**src/rtl/sevenseg_capture_decoder.sv**
```systemverilog
// Samples asynchronous seven-segment lines, waits for a stable pattern, decodes it
// to a hex digit / blank / invalid flag and presents it on a one-entry valid/ready port.
module sevenseg_capture_decoder #(
   parameter int STABLE_CYCLES = 4,
   parameter bit ACTIVE_LOW    = 1'b1
) (
   input  logic       clk,
   input  logic       rst,
   input  logic [6:0] seg_in,
   output logic       out_valid,
   input  logic       out_ready,
   output logic [3:0] out_digit,
   output logic       out_blank,
   output logic       out_err,
   output logic [6:0] out_raw,
   output logic       ovf,
   input  logic       ovf_clr
);

   localparam logic [6:0]  SEG_OFF = ACTIVE_LOW ? 7'h7F : 7'h00;
   localparam logic [15:0] CNT_MAX = 16'(STABLE_CYCLES - 1);

   logic [6:0]  sync1_q, sync1_d, sync2_q, sync2_d;
   logic [6:0]  cand_q, cand_d, last_q, last_d;
   logic [15:0] cnt_q, cnt_d;
   logic        have_last_q, have_last_d;
   logic        out_valid_q, out_valid_d;
   logic [3:0]  out_digit_q, out_digit_d;
   logic        out_blank_q, out_blank_d;
   logic        out_err_q, out_err_d;
   logic [6:0]  out_raw_q, out_raw_d;
   logic        ovf_q, ovf_d;

   logic [6:0]  norm;
   logic        accept;
   logic        ovf_set;
   logic [3:0]  dec_digit;
   logic        dec_blank;
   logic        dec_err;

   // Decode the candidate, which equals the pattern being accepted in the accept cycle.
   always_comb begin
      dec_digit = 4'h0;
      dec_blank = 1'b0;
      dec_err   = 1'b0;
      case (cand_q)
         7'h7E: dec_digit = 4'h0;
         7'h30: dec_digit = 4'h1;
         7'h6D: dec_digit = 4'h2;
         7'h79: dec_digit = 4'h3;
         7'h33: dec_digit = 4'h4;
         7'h5B: dec_digit = 4'h5;
         7'h5F: dec_digit = 4'h6;
         7'h70: dec_digit = 4'h7;
         7'h7F: dec_digit = 4'h8;
         7'h7B: dec_digit = 4'h9;
         7'h77: dec_digit = 4'hA;
         7'h1F: dec_digit = 4'hB;
         7'h4E: dec_digit = 4'hC;
         7'h3D: dec_digit = 4'hD;
         7'h4F: dec_digit = 4'hE;
         7'h47: dec_digit = 4'hF;
         7'h00: dec_blank = 1'b1;
         default: dec_err = 1'b1;
      endcase
   end

   always_comb begin
      sync1_d     = seg_in;
      sync2_d     = sync1_q;
      cand_d      = cand_q;
      cnt_d       = cnt_q;
      last_d      = last_q;
      have_last_d = have_last_q;
      out_valid_d = out_valid_q;
      out_digit_d = out_digit_q;
      out_blank_d = out_blank_q;
      out_err_d   = out_err_q;
      out_raw_d   = out_raw_q;
      ovf_set     = 1'b0;

      norm = ACTIVE_LOW ? ~sync2_q : sync2_q;

      // The counter saturates so a long-held pattern keeps satisfying the count,
      // and the last/have_last guard is what prevents re-reporting it.
      if (norm != cand_q) begin
         cand_d = norm;
         cnt_d  = '0;
      end else if (cnt_q < CNT_MAX) begin
         cnt_d = cnt_q + 16'd1;
      end

      accept = (norm == cand_q) && (cnt_q == CNT_MAX) &&
               (!have_last_q || (cand_q != last_q));

      if (accept) begin
         last_d      = cand_q;
         have_last_d = 1'b1;
         if (!out_valid_q || out_ready) begin
            out_valid_d = 1'b1;
            out_digit_d = dec_digit;
            out_blank_d = dec_blank;
            out_err_d   = dec_err;
            out_raw_d   = cand_q;
         end else begin
            ovf_set = 1'b1;
         end
      end else if (out_valid_q && out_ready) begin
         out_valid_d = 1'b0;
      end

      if (ovf_set) ovf_d = 1'b1;
      else if (ovf_clr) ovf_d = 1'b0;
      else ovf_d = ovf_q;
   end

   always_ff @(posedge clk) begin
      if (rst) begin
         sync1_q     <= SEG_OFF;
         sync2_q     <= SEG_OFF;
         cand_q      <= '0;
         cnt_q       <= '0;
         last_q      <= '0;
         have_last_q <= 1'b0;
         out_valid_q <= 1'b0;
         out_digit_q <= '0;
         out_blank_q <= 1'b0;
         out_err_q   <= 1'b0;
         out_raw_q   <= '0;
         ovf_q       <= 1'b0;
      end else begin
         sync1_q     <= sync1_d;
         sync2_q     <= sync2_d;
         cand_q      <= cand_d;
         cnt_q       <= cnt_d;
         last_q      <= last_d;
         have_last_q <= have_last_d;
         out_valid_q <= out_valid_d;
         out_digit_q <= out_digit_d;
         out_blank_q <= out_blank_d;
         out_err_q   <= out_err_d;
         out_raw_q   <= out_raw_d;
         ovf_q       <= ovf_d;
      end
   end

   assign out_valid = out_valid_q;
   assign out_digit = out_digit_q;
   assign out_blank = out_blank_q;
   assign out_err   = out_err_q;
   assign out_raw   = out_raw_q;
   assign ovf       = ovf_q;

endmodule

```
**config.mk**
```make
export PLATFORM = sky130hd
export DESIGN_NAME = sevenseg_capture_decoder
export DESIGN_NICKNAME = d
export VERILOG_FILES = /design/src/rtl/sevenseg_capture_decoder.sv
export SDC_FILE = /design/constraint.sdc
export NUM_CORES = 1
export LEC_CHECK = 0
export ABC_AREA = 1
export BUFFER_PORTS_ARGS = -buffer_cell sky130_fd_sc_hd__buf_2
export CAP_MARGIN = 10
export CORE_MARGIN = 2
export CORE_UTILIZATION = 44
export CTS_CLUSTER_DIAMETER = 60
export CTS_CLUSTER_SIZE = 25
export DETAILED_ROUTE_END_ITERATION = 8
export SYNTH_ARGS = -nofsm -noshare
export SYNTH_HDL_FRONTEND = slang
export SYNTH_SLANG_ARGS = --single-unit
```
**constraint.sdc**
```tcl
create_clock -name clk -period 1.75 [get_ports clk]
set_clock_uncertainty 0.05 [all_clocks]
set_input_delay 0.2625 -clock clk [delete_from_list [all_inputs] [get_ports clk]]
set_output_delay 0.2625 -clock clk [all_outputs]
set_load 0.05 [all_outputs]
```
==> summary.txt, run 1 <==
Status
  – Status: finished clean

Power and ir drop
  – Overall power: 2.86 mW
  – Pleak: 1.64 nW
  – Max VDD drop: 0.596 mV
  – Pwr dens: 843 nW/um^2

Clocking
  – Clk root buf: clkbuf_8
  – Post-CTS Hold Buffers: 0
  – Clock-pin slew on the worst setup and hold paths: 0.07 ns
  – Total CTS buffers: 9
  – Worst-Skew Late Latency: 0.34 ns
  – Clk buf depth: 2
  – CTS tree: done
  – CTS sink cnt: 60
  – H-tree levels: 3

Critical path
  – RR Startpoint: cand_q[3]
  – Worst Setup Path Type: register to register
  – CP startpoint kind: register
  – Crit Reg-Reg Endpoint: out_err
  – R2R Setup Slk: 0.13 ns
  – CP required: 1.94 ns
  – Critical path's top delay family: simple AND/OR/NAND/NOR gates
  – CP max-delay cell: dfxtp_2
  – CP max stage delay: 0.35 ns
  – CP max FO: 6
  – CP Capture Type: register
  – Reg2reg path depth: 10
  – Buffers and inverters on the worst path: 1
  – Crit path cell chain: buf_4 > nor2_2 > nand3_2 > or2_1 > nand2_1 > nor2_1 > nand2_1 > nor2_1 > nor2_1 > nor2_1
  – Crit path DAT: 1.81 ns
  – Crit path top cell by count: nor2_1

Synthesis
  – Post-synthesis register bit count: 60
  – Top cells by area, synth: dfxtp_1 42%, nor2_1 13%, nand2_1 13%
  – Share of the synthesized area in the top cell type: 0.422
  – Syn_area_per_cell: 6.64 sq um
  – Post-Syn Area: 2840 sq um
  – Sequential share of the synthesized area: 0.422
  – Warnings, synthesis: 0
  – Syn_nets: 440
  – Area leader, netlist: dfxtp_1
  – Netlist cell types: 30
  – Mapped Cells: 428

Floorplanning
  – Starting Density: 0.450
  – Die width: 84.4 microns
  – # IOs: 26
  – Core area: 6310 sq um
  – DIE AREA: 7120 sq um
  – Num rows: 29
  – Die Ht: 84.4 microns

STA
  – Slew Limit Headroom: 0.775
  – Final Hold Vio Count: 0
  – Pin slew with the least headroom to its limit: 0.335 ns
  – Slew Viols, Final: 0
  – Fmax: 0.619 GHz
  – Final Cycle Share: 0.924
  – Min cycle time layout: 1.62 ns
  – Final setup viols: 0
  – Worst setup margin: 0.133 ns
  – Final setup TNS: 0 ns
  – Hold slack: 0.0460 ns

Hold path
  – Startpoint of the worst hold path: seg_in[3]
  – WHS Path Cells: 2
  – Worst min path class: input port to register
  – Worst Hold End: sync1_q[3]

Routing
  – Routed Antenna Nets: 0
  – DRT iter0 DRCs: 86
  – Drt via density: 4.46
  – WL/cell: 10.8 microns
  – Pre-antenna DRT Iters: 5
  – Routed vias: 2,458
  – DRC: 0
  – Final wirelength: 5.94 mm

Cells and area
  – Non-filler cells in the finished layout: 551
  – Core Util, Final: 0.538
  – Area Growth Syn to Fin: 19.4%
  – Fin nets: 481
  – Layout cells sized above 1: 0.243
  – Design area: 3400 sq um
  – Ant. Diodes: 0

Placed design
  – DP Cell Count: 532
  – IO buf count: 25
  – Routability-driven placement congestion ratio: 0.848
  – HPWL after DPL: 4.22 mm
  – Pre-CTS setup slack: 0.0237 ns
  – DP Area: 3100 sq um

GRT
  – Vias in the first global route: 2,166
  – Gr usage total: 0.177
  – Total grt overflow: 0
  – Global-route wire length before repair: 9.87 mm
  – Largest net degree at the start of global routing: 21
  – Initial antenna violation count: 0

Job
  – Max-Cap Viols: 0
-- power by group --
group | internal (mW) | total [mW] | leakage (nW) | switching (mW)
combinational | 0.0752 | 0.189 | 1.05 | 0.114
clock | 0.730 | 1.27 | 0.102 | 0.540
sequential | 1.39 | 1.40 | 0.490 | 0.0158
-- layout make-up --
type | instances | area (sq um)
fillers | 667 | 2920
clock buffers | 12 | 155
well taps | 77 | 96.3
clock inverters | 4 | 47.5
inverters | 67 | 254
multi-input cells | 289 | 1360
flip-flops and latches | 60 | 1210
repair buffers | 42 | 278
-- worst reg2reg max path, cell delays in order (launching register included) --
cell and delay (ns):
dfxtp_2 0.35, buf_4 0.15, nor2_2 0.12, nand3_2 0.15, or2_1 0.23, nand2_1 0.10, nor2_1 0.05, nand2_1 0.09
nor2_1 0.07, nor2_1 0.11, nor2_1 0.04
-- worst max path at each step --
stage,startpoint,end,slack [ns],cells after the start
3_3_place_gp,cand_q[3],out_err,-0.02,10
5_1_grt,cand_q[4],out_raw[6],-0.02,11
3_5_place_dp,cand_q[3],out_err,0.02,10
2_1_floorplan,out_valid,out_raw[0],0.04,8
4_1_cts,cand_q[3],out_err,0.01,10
6_report,cand_q[3],out_err,0.13,10
-- layer usage --
| layer | track usage | vias to the layer above | part of all wire |
|---|---|---|---|
| met5 | 0 | - | 0 |
| met4 | 0.107 | 0 | 0.023 |
| met3 | 0.0374 | 10 | 0.037 |
| met2 | 0.270 | 46 | 0.44 |
| met1 | 0.231 | 1046 | 0.50 |
| li1 | - | 1356 | - |
-- timing repair --
action	in CTS	in global routing
gates resized for setup	0	21
setup buffers	0	2
setup endpoints to repair	0	20
-- Yosys cell counts --
library cell / number
nor2_1: 102
nand2_1: 99
dfxtp_1: 60
inv_1: 57
nand3_1: 25
or2_2: 14
inv_2: 8
o21ai_0: 8
nand2_2: 6
nor3_1: 6
buf_6: 5
a21oi_1: 4
nor2_2: 4
nor2_4: 4
buf_4: 3
clkbuf_1: 3
buf_2: 2
nand3_2: 2
nor2b_1: 2
o211ai_1: 2
or2_1: 2
xnor2_1: 2
a21oi_2: 1
and2_1: 1
clkinv_1: 1
ha_1: 1
inv_4: 1
nand4_1: 1
nor3b_1: 1
o21ai_1: 1
-- sequential cells by signal, summed over array words and instances, names as in the netlist --
signal	flops
out_raw	7
sync1_q	7
sync2_q	7
have_last_q	1
out_blank	1
out_err	1
ovf	1
cand_q	7
out_digit	4
last_q	7
out_valid	1
cnt_q	16
-- kinds of logic (layout without fill, tap and decap cells) --
group	count (synthesis)	in the layout	synth area share
and+or+nand+nor	269	270	0.411
buffers and inverters	80	125	0.125
DFF	60	60	0.422
AOI/OAI and AO/OA	16	16	0.0312
xor gates and xnor gates	2	2	0.00616
adders and majority gates	1	1	0.00440
-- layout by cell type, fill, tap and decap left out, types with 2 or more instances in the layout --
| master | synthesis | routed |
|---|---|---|
| buf_12 | 0 | 2 |
| buf_4 | 3 | 15 |
| nor2_1 | 102 | 96 |
| clkinv_2 | 0 | 2 |
| nor2_2 | 4 | 8 |
| nor3_1 | 6 | 6 |
| dfxtp_1 | 60 | 55 |
| dfxtp_2 | 0 | 5 |
| a21oi_1 | 4 | 4 |
| xnor2_1 | 2 | 2 |
| inv_1 | 57 | 57 |
| nand2_2 | 6 | 8 |
| buf_2 | 2 | 25 |
| nand3_1 | 25 | 22 |
| nand3_2 | 2 | 5 |
| inv_2 | 8 | 8 |
| o211ai_1 | 2 | 2 |
| or2_1 | 2 | 2 |
| or2_2 | 14 | 14 |
| nor2_4 | 4 | 6 |
| nand2_1 | 99 | 96 |
| o21ai_0 | 8 | 8 |
| nor2b_1 | 2 | 2 |
| clkbuf_8 | 0 | 11 |
Note: power is estimated with default switching activity, not from simulation.
==> run 2: changes to the inputs <==
Settings changed: CTS_BUF_LIST set to sky130_fd_sc_hd__clkbuf_4 sky130_fd_sc_hd__clkbuf_8.
==> run 2 against run 1 <==
Against the previous run: design area rose by 0.11%; combinational power barely moved; count of clock-buffer cells in the layout is the same; die area stayed put; critical path type unchanged.
==> summary.txt, run 2 (same netlist as run 1, synthesis figures left out) <==
Critical path
  – Critical path's top delay family: simple AND/OR/NAND/NOR gates
  – Reg2reg path depth: 10
  – R2R Setup Slk: 0.13 ns
  – CP startpoint kind: register
  – CP max-delay cell: dfxtp_2
  – Crit Reg-Reg Endpoint: out_err
  – Worst Setup Path Type: register to register
  – Buffers and inverters on the worst path: 1
  – CP required: 1.94 ns
  – Crit path DAT: 1.81 ns
  – Crit path top cell by count: nor2_1
  – CP max stage delay: 0.35 ns
  – CP max FO: 6
  – Crit path cell chain: buf_4 > nor2_2 > nand3_2 > or2_1 > nand2_1 > nor2_1 > nand2_1 > nor2_1 > nor2_1 > nor2_1
  – RR Startpoint: cand_q[3]
  – Stages on worst setup path: 10
  – CP Capture Type: register

Clocking
  – CTS sink cnt: 60
  – Post-CTS Hold Buffers: 0
  – H-tree levels: 3
  – Clk root buf: clkbuf_8
  – Total CTS buffers: 9
  – Worst-Skew Late Latency: 0.34 ns
  – Clock-pin slew on the worst setup and hold paths: 0.07 ns
  – Clk buf depth: 2
  – CTS tree: done

GRT
  – Initial antenna violation count: 0
  – Largest net degree at the start of global routing: 21
  – Global-route wire length before repair: 9.87 mm
  – Gr usage total: 0.177
  – Total grt overflow: 0
  – Vias in the first global route: 2,166

Cells and area
  – Ant. Diodes: 0
  – Max reg flops: 16
  – Design area: 3400 sq um
  – Core Util, Final: 0.539
  – Non-filler cells in the finished layout: 551
  – Filler instances: 667
  – Area Growth Syn to Fin: 19.6%
  – Reg with most FFs: cnt_q
  – Most frequent cells in the layout: 96 x nand2_1, 96 x nor2_1, 57 x inv_1
  – Fin nets: 481
  – Layout cells sized above 1: 0.245

Floorplanning
  – DIE AREA: 7120 sq um
  – Die Ht: 84.4 microns
  – # IOs: 26
  – Starting Density: 0.450
  – Die width: 84.4 microns
  – Num rows: 29
  – Core area: 6310 sq um

STA
  – Pin slew with the least headroom to its limit: 0.335 ns
  – Slew Viols, Final: 0
  – Final Cycle Share: 0.924
  – Worst setup margin: 0.134 ns
  – Final Hold Vio Count: 0
  – Final setup viols: 0
  – Fmax: 0.619 GHz
  – Final setup TNS: 0 ns
  – Slew Limit Headroom: 0.775
  – Min cycle time layout: 1.62 ns

Placed design
  – DP Cell Count: 532
  – HPWL after DPL: 4.22 mm
  – DP Area: 3100 sq um
  – Pre-CTS setup slack: 0.0237 ns
  – Routability-driven placement congestion ratio: 0.848
  – IO buf count: 25

Power and ir drop
  – Pleak: 1.65 nW
  – Max VDD drop: 0.596 mV
  – Pwr dens: 847 nW/um^2

Routing
  – WL/cell: 10.8 microns
  – Pre-antenna DRT Iters: 5
  – DRT iter0 DRCs: 86
  – Final wirelength: 5.94 mm
  – DRC: 0
  – Drt via density: 4.46
  – Routed vias: 2,458
  – Routed Antenna Nets: 0

Hold path
  – Worst Hold End: sync1_q[3]
  – Startpoint of the worst hold path: seg_in[3]
  – WHS Path Cells: 2
  – Worst min path class: input port to register

Job
  – Max-Cap Viols: 0

Status
  – Status: finished clean
==> run 2: what timing repair did <==
action | in CTS | in global routing
buffers inserted | 0 | 2
endpoints found under the setup margin | 0 | 20
resized for setup | 0 | 21
==> run 2: layout make-up <==
| cell class | instances | area, sq um | share of cell area |
|---|---|---|---|
| Tap cell | 77 | 96.3 | 0.0283 |
| Multi-Input combinational cell | 289 | 1360 | 0.400 |
| Clock buffer | 12 | 159 | 0.0467 |
| Clock inverter | 4 | 47.5 | 0.0140 |
| Sequential cell | 60 | 1210 | 0.355 |
| Inverter | 67 | 254 | 0.0747 |
| Timing Repair Buffer | 42 | 278 | 0.0817 |
==> run 2: per-stage QoR <==
stage / power (mW) / hold WS (ns)
2_1_floorplan: 1.56 / 0.316
3_3_place_gp: 1.61 / 0.341
3_5_place_dp: 1.61 / 0.343
4_1_cts: 2.91 / 0.0260
5_1_grt: 2.99 / 0.0392
6_report: 2.88 / 0.0463
==> run 2: worst max path at each step <==
| stage | start | endpoint |
|---|---|---|
| after CTS | cand_q[3] | out_err |
| after global routing | cand_q[4] | out_raw[6] |
| after global placement | cand_q[3] | out_err |
| after detailed placement | cand_q[3] | out_err |
| after floorplan | out_valid | out_raw[0] |
| final | cand_q[3] | out_err |
==> run 2: report_power, final <==
| group | leakage (nW) | switching, mW | internal [mW] |
|---|---|---|---|
| sequential | 0.490 | 0.0158 | 1.39 |
| clock | 0.106 | 0.540 | 0.746 |
| combinational | 1.05 | 0.114 | 0.0752 |
==> run 2: metal layers <==
| layer | up-vias | routed length [microns] | GRT usage |
|---|---|---|---|
| li1 | 1356 | - | - |
| met4 | 0 | 136 | 0.107 |
| met2 | 46 | 2620 | 0.270 |
| met5 | - | 0 | 0 |
| met1 | 1046 | 2960 | 0.231 |
| met3 | 10 | 219 | 0.0374 |
==> run 3: changes to the inputs <==
==> constraint.sdc (replaced) <==
create_clock -name clk -period 1.75 [get_ports clk]
set_clock_uncertainty 0.05 [all_clocks]
set_input_delay 0.175 -clock clk [delete_from_list [all_inputs] [get_ports clk]]
set_output_delay 0.175 -clock clk [all_outputs]
set_load 0.05 [all_outputs]
==> run 3 against run 2 <==
Against the previous run: first-iteration DRC count increased by 79%; largest cell class unchanged; die area unchanged; worst setup slack got worse by 0.020 ns; sequential share of layout area decreased by 0.62 points; register-to-register slack got worse by 0.02 ns.
==> summary.txt, run 3 (same netlist as run 1, synthesis figures left out) <==
STA
  – Min cycle time layout: 1.64 ns
  – Worst setup margin: 0.114 ns
  – Final setup viols: 0
  – Final Cycle Share: 0.935
  – RSZ-0062 raised after global routing: yes
  – Hold slack: 0.0463 ns
  – Slew Viols, Final: 0
  – Pin slew with the least headroom to its limit: 0.333 ns
  – Final Hold Vio Count: 0
  – Fmax: 0.611 GHz
  – Slew Limit Headroom: 0.776
  – Final setup TNS: 0 ns

Routing
  – Pre-antenna DRT Iters: 5
  – Final wirelength: 6.06 mm
  – Routed Antenna Nets: 0
  – WL/cell: 10.8 microns
  – Drt via density: 4.50
  – DRC: 0
  – Routed vias: 2,519
  – DRT iter0 DRCs: 154

Critical path
  – CP startpoint: cand_q[0]
  – CP Capture Type: register
  – CP max FO: 10
  – Worst Setup Path Type: register to register
  – RR Startpoint: cand_q[0]
  – CP required: 1.95 ns
  – CP startpoint kind: register
  – Crit path DAT: 1.83 ns
  – R2R Setup Slk: 0.11 ns

Placed design
  – DP Cell Count: 537
  – HPWL after DPL: 4.50 mm
  – Routability-driven placement congestion ratio: 0.872
  – IO buf count: 25
  – Pre-CTS setup slack: 0.0123 ns
  – DP Area: 3140 sq um

Cells and area
  – Core Util, Final: 0.549
  – Fin nets: 490
  – Most frequent cells in the layout: 97 x nand2_1, 95 x nor2_1, 57 x inv_1
  – Layout cells sized above 1: 0.244
  – Area Growth Syn to Fin: 22.0%
  – Reg with most FFs: cnt_q
  – Ant. Diodes: 0
  – Max reg flops: 16
  – Non-filler cells in the finished layout: 560
  – Commonest non-fill, non-tap cell in the layout: nand2_1
  – Design area: 3470 sq um

Power and ir drop
  – Comb pwr share: 0.068
  – Internal Power: 2.13 mW
  – Psw: 0.722 mW
  – Max VDD drop: 0.700 mV
  – Pleak: 1.67 nW
  – Switching share of power: 0.253
  – Register share of total power: 0.492
  – Overall power: 2.85 mW
  – Pwr dens: 823 nW/um^2
  – Clock Power Share: 0.440

GRT
  – M3 GR Usage: 0.0393
  – Initial antenna violation count: 0
  – Gr busiest metal: met2
  – Vias in the first global route: 2,372
  – Largest net degree at the start of global routing: 21
  – Gr usage total: 0.180
  – Global-route wire length before repair: 10.2 mm
  – Met2 usage: 0.295
  – Met1 Use GR: 0.226
  – Total grt overflow: 0

Clocking
  – Clk root buf: clkbuf_8
  – H-tree levels: 3
  – CTS tree: done
  – CTS sink cnt: 60
  – Clk buf depth: 2
  – Worst-Skew Late Latency: 0.35 ns
  – Post-CTS setup buffer count: 0
  – Total CTS buffers: 9
  – Clock-pin slew on the worst setup and hold paths: 0.07 ns

Hold path
  – Worst min path class: input port to register
  – Startpoint of the worst hold path: ovf_clr

Floorplanning
  – Core area: 6310 sq um
  – Die width: 84.4 microns
  – Num rows: 29
  – DIE AREA: 7120 sq um
  – Starting Density: 0.450
  – # IOs: 26
  – Die Ht: 84.4 microns

Job
  – Max-Cap Viols: 0

Status
  – Status: finished clean
run 3: cell count changes in the layout (fill, tap and decap cells not counted), moves of 3 or more:
cell / previous run / this run
clkinvlp_4: 1 / 4
buf_4: 15 / 18
nor2_2: 8 / 11
dlygate4sd3_1: 0 / 7
run 3: area by class of cell:
| class | count | area, sq um |
|---|---|---|
| repair buffers | 52 | 370 |
| well taps | 77 | 96.3 |
| clock buffers | 9 | 124 |
| inverters | 67 | 254 |
| fillers | 635 | 2850 |
| multi-input cells | 288 | 1340 |
| clock inverters | 7 | 77.6 |
| flip-flops and latches | 60 | 1210 |
run 3: worst max-delay path, cell delays in order, from the launching register on:
cell and delay, ns:
dfxtp_2 0.34, buf_4 0.16, nand2_1 0.06, nand2_1 0.06, nor2_2 0.12, nand3_1 0.10, nor2_2 0.16, nor2_4 0.07
buf_12 0.13, buf_4 0.13, nor2_1 0.09, nor2_1 0.05
run 3: layer usage:
metal  wire (microns)  vias up
li1                 -     1374
met1             2930     1077
met2             2710       55
met3              272       13
met4              145        0
met5                0        -
run 3: timing repair:
action                                 CTS  global route
hold buffers                             7             0
setup endpoints to repair                0            21
endpoints found under the hold margin    7             0
resized for setup                        0            19
run 3: power by group through the flow:
stage                     clock (mW)  sequential (mW)  combinational (mW)
after CTS                       1.28             1.40               0.193
after floorplan                    0             1.43               0.130
after detailed placement           0             1.43               0.181
after global placement             0             1.43               0.178
after global routing            1.33             1.41               0.217
final                           1.26             1.40               0.194
run 3: path summary, 6_finish.rpt:
check                to  cells past startpoint
max reg2reg   last_q[4]                     11
min reg2reg  sync2_q[2]                      1
max           last_q[4]                     11
min                 ovf                      4
